**config.mk**
```make
export PLATFORM = sky130hd
export DESIGN_NAME = asteroid_plotter
export DESIGN_NICKNAME = d
export VERILOG_FILES = /design/src/rtl/asteroid_pkg.sv /design/src/rtl/sprite_pixel_counter.sv /design/src/rtl/asteroid_plotter.sv
export SDC_FILE = /design/constraint.sdc
export NUM_CORES = 1
export LEC_CHECK = 0
export ABC_AREA = 0
export BUFFER_PORTS_ARGS = -buffer_cell sky130_fd_sc_hd__clkbuf_2
export CORE_ASPECT_RATIO = 0.6
export CORE_MARGIN = 4
export CORE_UTILIZATION = 55
export CTS_CLUSTER_SIZE = 16
export DETAILED_ROUTE_END_ITERATION = 10
export HOLD_SLACK_MARGIN = 0.08
export PLACE_DENSITY = 0.78
export SKIP_LAST_GASP = 1
export SLEW_MARGIN = 20
export SYNTH_ARGS = -nofsm -noshare
export SYNTH_HDL_FRONTEND = slang
export SYNTH_SLANG_ARGS = --single-unit
```
**constraint.sdc**
```tcl
create_clock -name clk -period 5.55 [get_ports clk]
set_input_delay 0.555 -clock clk [delete_from_list [all_inputs] [get_ports clk]]
set_output_delay 0.555 -clock clk [all_outputs]
set_load 0.03 [all_outputs]
```
**src/rtl/asteroid_pkg.sv**
```systemverilog
// Shared screen geometry, colour type, plotter state encoding and sprite mask
// for the asteroid sprite plotter.
package asteroid_pkg;

  localparam int SCREEN_W = 160;
  localparam int SCREEN_H = 120;

  typedef logic [2:0] colour_t;

  typedef enum logic [1:0] {
    ST_IDLE,
    ST_ERASE,
    ST_DRAW,
    ST_DONE
  } plot_state_e;

  // Bit index is row*4 + col; the four zero bits are the 4x4 sprite corners.
  localparam logic [15:0] SPRITE_MASK = 16'h6FF6;

endpackage

```
**src/rtl/sprite_pixel_counter.sv**
```systemverilog
// Raster-order row/column counter for one sprite pass.
// The column is the inner count and the row is the outer count.
module sprite_pixel_counter #(
  parameter int SPRITE_W = 4,
  parameter int SPRITE_H = 4
) (
  input  logic       clk,
  input  logic       reset,
  input  logic       clear,
  input  logic       en,
  output logic [2:0] row,
  output logic [2:0] col,
  output logic       last
);

  localparam logic [2:0] COL_MAX = 3'(SPRITE_W - 1);
  localparam logic [2:0] ROW_MAX = 3'(SPRITE_H - 1);

  logic [2:0] row_q, row_d;
  logic [2:0] col_q, col_d;

  assign row  = row_q;
  assign col  = col_q;
  assign last = (row_q == ROW_MAX) && (col_q == COL_MAX);

  // Wrapping on the last pixel leaves the counter at zero for the next pass.
  always_comb begin
    row_d = row_q;
    col_d = col_q;
    if (clear || (en && last)) begin
      row_d = '0;
      col_d = '0;
    end else if (en) begin
      if (col_q == COL_MAX) begin
        col_d = '0;
        row_d = row_q + 3'd1;
      end else begin
        col_d = col_q + 3'd1;
      end
    end
  end

  // NOTE: sequential state uses non-blocking assignments so every flop
  // samples its pre-edge inputs and process ordering cannot matter.
  always_ff @(posedge clk) begin
    if (reset) begin
      row_q <= '0;
      col_q <= '0;
    end else begin
      row_q <= row_d;
      col_q <= col_d;
    end
  end

endmodule

```
**src/rtl/asteroid_plotter.sv**
```systemverilog
// Moves a sprite: erases it at the old position, then redraws it at the new one
// through a registered VGA pixel-write port. Define PLOT_SPRITE_MASK_EN to
// gate pixel writes with the 4x4 corner mask.
module asteroid_plotter
  import asteroid_pkg::*;
#(
  parameter int      SPRITE_W  = 4,
  parameter int      SPRITE_H  = 4,
  parameter colour_t BG_COLOUR = 3'b000
) (
  input  logic       clk,
  input  logic       reset,
  input  logic       start,
  input  logic [7:0] old_x,
  input  logic [6:0] old_y,
  input  logic [7:0] new_x,
  input  logic [6:0] new_y,
  input  logic [2:0] colour_in,
  output logic       busy,
  output logic       done,
  output logic [7:0] vga_x,
  output logic [6:0] vga_y,
  output logic [2:0] vga_colour,
  output logic       vga_plot
);

  plot_state_e state_q, state_d;

  logic [7:0] old_x_q, old_x_d, new_x_q, new_x_d;
  logic [6:0] old_y_q, old_y_d, new_y_q, new_y_d;
  colour_t    colour_q, colour_d;

  logic       busy_q, busy_d;
  logic       done_q, done_d;
  logic       plot_q, plot_d;
  logic [7:0] vga_x_q, vga_x_d;
  logic [6:0] vga_y_q, vga_y_d;
  colour_t    vga_colour_q, vga_colour_d;

  logic [2:0] row, col;
  logic       last_pixel;
  logic       cnt_clear, cnt_en;

  logic [7:0] base_x;
  logic [6:0] base_y;
  logic [8:0] pix_x;
  logic [7:0] pix_y;
  logic       on_screen;
  logic       mask_ok;

  assign cnt_clear = (state_q == ST_IDLE);
  assign cnt_en    = (state_q == ST_ERASE) || (state_q == ST_DRAW);

  sprite_pixel_counter #(
    .SPRITE_W (SPRITE_W),
    .SPRITE_H (SPRITE_H)
  ) u_pixel_counter (
    .clk   (clk),
    .reset (reset),
    .clear (cnt_clear),
    .en    (cnt_en),
    .row   (row),
    .col   (col),
    .last  (last_pixel)
  );

  // State register. NOTE: reset is synchronous, so it is tested inside the
  // clocked block rather than listed in the sensitivity list.
  always_ff @(posedge clk) begin
    if (reset) begin
      state_q <= ST_IDLE;
    end else begin
      state_q <= state_d;
    end
  end

  // Next-state logic.
  always_comb begin
    state_d = state_q;
    unique case (state_q)
      ST_IDLE:  if (start)      state_d = ST_ERASE;
      ST_ERASE: if (last_pixel) state_d = ST_DRAW;
      ST_DRAW:  if (last_pixel) state_d = ST_DONE;
      ST_DONE:                  state_d = ST_IDLE;
      default:                  state_d = ST_IDLE;
    endcase
  end

  // Pixel address is widened so sprites hanging off the right or bottom edge
  // are detected rather than wrapping back onto the screen.
  assign base_x    = (state_q == ST_ERASE) ? old_x_q : new_x_q;
  assign base_y    = (state_q == ST_ERASE) ? old_y_q : new_y_q;
  assign pix_x     = {1'b0, base_x} + {6'd0, col};
  assign pix_y     = {1'b0, base_y} + {5'd0, row};
  assign on_screen = (pix_x < 9'(SCREEN_W)) && (pix_y < 8'(SCREEN_H));

`ifdef PLOT_SPRITE_MASK_EN
  assign mask_ok = SPRITE_MASK[{row[1:0], col[1:0]}];
`else
  assign mask_ok = 1'b1;
`endif

  // Output logic. NOTE: every signal gets a default first so no path through
  // the block leaves a value unassigned and infers a latch.
  always_comb begin
    old_x_d      = old_x_q;
    old_y_d      = old_y_q;
    new_x_d      = new_x_q;
    new_y_d      = new_y_q;
    colour_d     = colour_q;
    vga_x_d      = vga_x_q;
    vga_y_d      = vga_y_q;
    vga_colour_d = vga_colour_q;
    busy_d       = (state_q != ST_IDLE);
    done_d       = (state_q == ST_DONE);
    plot_d       = cnt_en && on_screen && mask_ok;

    if (state_q == ST_IDLE && start) begin
      old_x_d  = old_x;
      old_y_d  = old_y;
      new_x_d  = new_x;
      new_y_d  = new_y;
      colour_d = colour_in;
    end

    if (plot_d) begin
      vga_x_d      = pix_x[7:0];
      vga_y_d      = pix_y[6:0];
      vga_colour_d = (state_q == ST_ERASE) ? BG_COLOUR : colour_q;
    end
  end

  always_ff @(posedge clk) begin
    if (reset) begin
      old_x_q      <= '0;
      old_y_q      <= '0;
      new_x_q      <= '0;
      new_y_q      <= '0;
      colour_q     <= '0;
      busy_q       <= 1'b0;
      done_q       <= 1'b0;
      plot_q       <= 1'b0;
      vga_x_q      <= '0;
      vga_y_q      <= '0;
      vga_colour_q <= '0;
    end else begin
      old_x_q      <= old_x_d;
      old_y_q      <= old_y_d;
      new_x_q      <= new_x_d;
      new_y_q      <= new_y_d;
      colour_q     <= colour_d;
      busy_q       <= busy_d;
      done_q       <= done_d;
      plot_q       <= plot_d;
      vga_x_q      <= vga_x_d;
      vga_y_q      <= vga_y_d;
      vga_colour_q <= vga_colour_d;
    end
  end

  assign busy       = busy_q;
  assign done       = done_q;
  assign vga_plot   = plot_q;
  assign vga_x      = vga_x_q;
  assign vga_y      = vga_y_q;
  assign vga_colour = vga_colour_q;

endmodule

```
==> metrics.txt <==
type of the worst min-delay path input port to register; IO Count between 50 and 60; grt peak-use layer met1; top cell family by delay on the critical path compound AO/OA/AOI/OAI gates; crit-path cells inv_1, ha_1, mux2_2, ha_1, fa_1, a21oi_1, nor2_1, o221a_1, a2111oi_4, mux2_4; clk slew on worst S/H paths 0.07 ns; Cell Rows 20; status complete, no violations; Worst-Margin Slew slightly above 0.8 ns; clock skew 0.0111 ns; DRC 0; endpoints failing hold 0; Synth Instances 347; Via-to-Cell Ratio 5.33; CTS buffer count 9; R2R cell count 10; Synth-to-Final Area Change 16.1%; Num Clock Sinks 62; Power Dens Cells 444 mW/mm2; EDFF count, synth 0; placer's final routability congestion estimate 0.780; Via Count 2486; post_cts resized 0; max-slew violations 0; CTS tree done; CP max stage delay about 0.75 ns; final cycle utilization of the critical path ~72%; syn nets 399; share of layout cells above drive strength 1 22.3%; core box area 0.00518 mm2; MaxCap Viol Count 0; Clock Path Buffers 2; global route overflow 0; GRT met2 Usage between 30% and 40%; fmax about 250 MHz; Hold Path Stages 3; Placement Cell Area 0.00329 mm2; hold_buf cts 0; Pre-antenna DRT Iters 4; Yosys cell types 40; Max VDD drop 0.000422 V; Leakage Power 0.00153 uW; drt initial violations between 100 and 150; CP arrival around 4.2 ns; hold_sp old_x[4]; CP Capture Type register; Final Instance Area 0.00349 mm2; Slew HR a little under half; met1 Use GR 32.2%; fillers roughly 450; Port-buffer cells 56; die area between 0.006 and 0.007 mm2; largest net degree at the start of global routing 47; Routed Antenna Nets 0; WP depth 10; Synth Flop Type dfxtp_1; WP data required around 5.8 ns; first-pass GRT wire length 11400 um; most used cell, CP ha_1; Worst setup startpoint state_q[1]; top post-synthesis cells by area dfxtp_1 41%, nand2_1 12%, mux2i_1 9.0%, a21oi_1 6.8%, ha_1 5.8%; hpwl dp 4930 um; Max H-tree Level 3; initial antenna violation count 0; fin nets 448; routed wire length 6800 um; post-CTS setup buffer count 0; Synth async-reset ratio 0%; Mapped Area 0.00300 mm2; crit path buf inv count 1; Synth area leader dfxtp_1; Synth Area per Inst 8.65 um2; clock latency on the worst-skew pair 0.34 ns; slowest cell on the critical path a2111oi_4; M3 GR Usage between 8 and 9%; CP Class register to register; Starting Density roughly 58%; setup violators final 0; Synth Register Bits 62; RSZ-0062 raised after global routing false; total negative slack 0 ns; Seq/Total Area, Yosys 41.4%; ANT cells 0; die height 65.2 um; Die W a little over 100 um; min Tclk post-route approximately 4 ns; CP Launch Type register; area share of the largest cell type after synthesis about two fifths; Synth warnings 0; drt wl/cell 14.6 um; root buffer cell clkbuf_8; Pwr Total between 1500 and 2000 uW; r2r startpoint state_q[1]; vias in the first global route 2395; worst-path maximum fanout 15; global-route usage over all layers 22.1%
## kinds of logic after synthesis
family,after synthesis,share of synthesized area [%]
muxes,39,13.7
and+or+nand+nor,140,20.0
AOI/OAI and AO/OA,57,12.1
DFF,62,41.4
xor gates and xnor gates,7,2.04
adders and majority gates,16,7.17
buffers and inverters,26,3.58
## synth_stat cells (all sizes together) (2+ instances only)
master   instances
a2111oi          2
o21ai            4
xnor2            5
nor2b            4
nand3            6
xor2             2
nand2           95
clkbuf          17
nand3b           4
inv              6
ha              14
and3             2
buf              3
fa               2
mux2i           28
dfxtp           62
a21o             2
or3              2
a21oi           41
mux2            11
nor3             6
and2             2
nor2            14
## worst register-to-register path: cells and delay by family (launching register included)
kind	cells	cell delay, ns
AOI/OAI and AO/OA	3	1.39
adders and majority gates	3	1.23
muxes	2	0.77
DFF	1	0.34
buffers and inverters	1	0.09
and+or+nand+nor	1	0.08
## flip-flops by register name (all words and copies together) (netlist names)
signal / cells
old_y_q: 7
vga_plot: 1
busy: 1
done: 1
vga_x: 8
state_q: 2
u_pixel_counter.row: 3
new_x_q: 8
new_y_q: 7
vga_y: 7
u_pixel_counter.col: 3
colour_q: 3
old_x_q: 8
vga_colour: 3
## stage by stage
step | setup WS (ns) | util [%] | instances | hold slack (ns)
3_5_place_dp | 1.57 | 63.6 | 451 | 0.445
2_1_floorplan | 1.69 | - | 347 | 0.433
5_1_grt | 1.38 | 67.3 | 466 | 0.398
3_3_place_gp | 1.68 | 63.6 | 451 | 0.442
6_report | 1.54 | 67.3 | 466 | 0.427
4_1_cts | 1.57 | 67.2 | 466 | 0.413
## metal layers
metal / wire (um) / vias to the layer above
met2: 2800 / 65
li1: - / 1280
met3: 480 / 4
met5: 0 / -
met1: 3490 / 1137
met4: 27 / 0
## placed cells by master, fill, tap and decap left out, types with 5 or more instances in the layout
| cell type | count |
|---|---|
| nand3_1 | 6 |
| clkbuf_8 | 10 |
| inv_1 | 6 |
| nor3_1 | 6 |
| dfxtp_1 | 62 |
| mux2i_1 | 27 |
| clkbuf_2 | 56 |
| ha_1 | 14 |
| a21oi_1 | 41 |
| mux2_2 | 9 |
| xnor2_1 | 5 |
| nor2_1 | 14 |
| nand2_1 | 94 |
## cell type report
| class | count | area, um2 | share of cell area (%) |
|---|---|---|---|
| Multi-Input combinational cell | 259 | 1660 | 47.5 |
| Sequential cell | 62 | 1240 | 35.6 |
| Timing Repair Buffer | 58 | 295 | 8.47 |
| Clock buffer | 10 | 138 | 3.95 |
| Tap cell | 66 | 82.6 | 2.37 |
| Clock inverter | 5 | 50.0 | 1.44 |
| Inverter | 6 | 22.5 | 0.646 |
## power by group
part           switching, uW  leakage [uW]  total [uW]  internal [uW]
clock                    171      0.000102         385            214
combinational            361      0.000922         587            225
sequential              53.0      0.000506         576            523
## path summary, 6_finish.rpt
path	to	slack, ns
setup / recovery	vga_x[6]	1.54
hold / removal	old_x_q[4]	0.43
setup reg to reg	vga_x[6]	1.54
hold reg to reg	new_y_q[1]	0.45
Note: power is estimated with default switching activity, not from simulation.
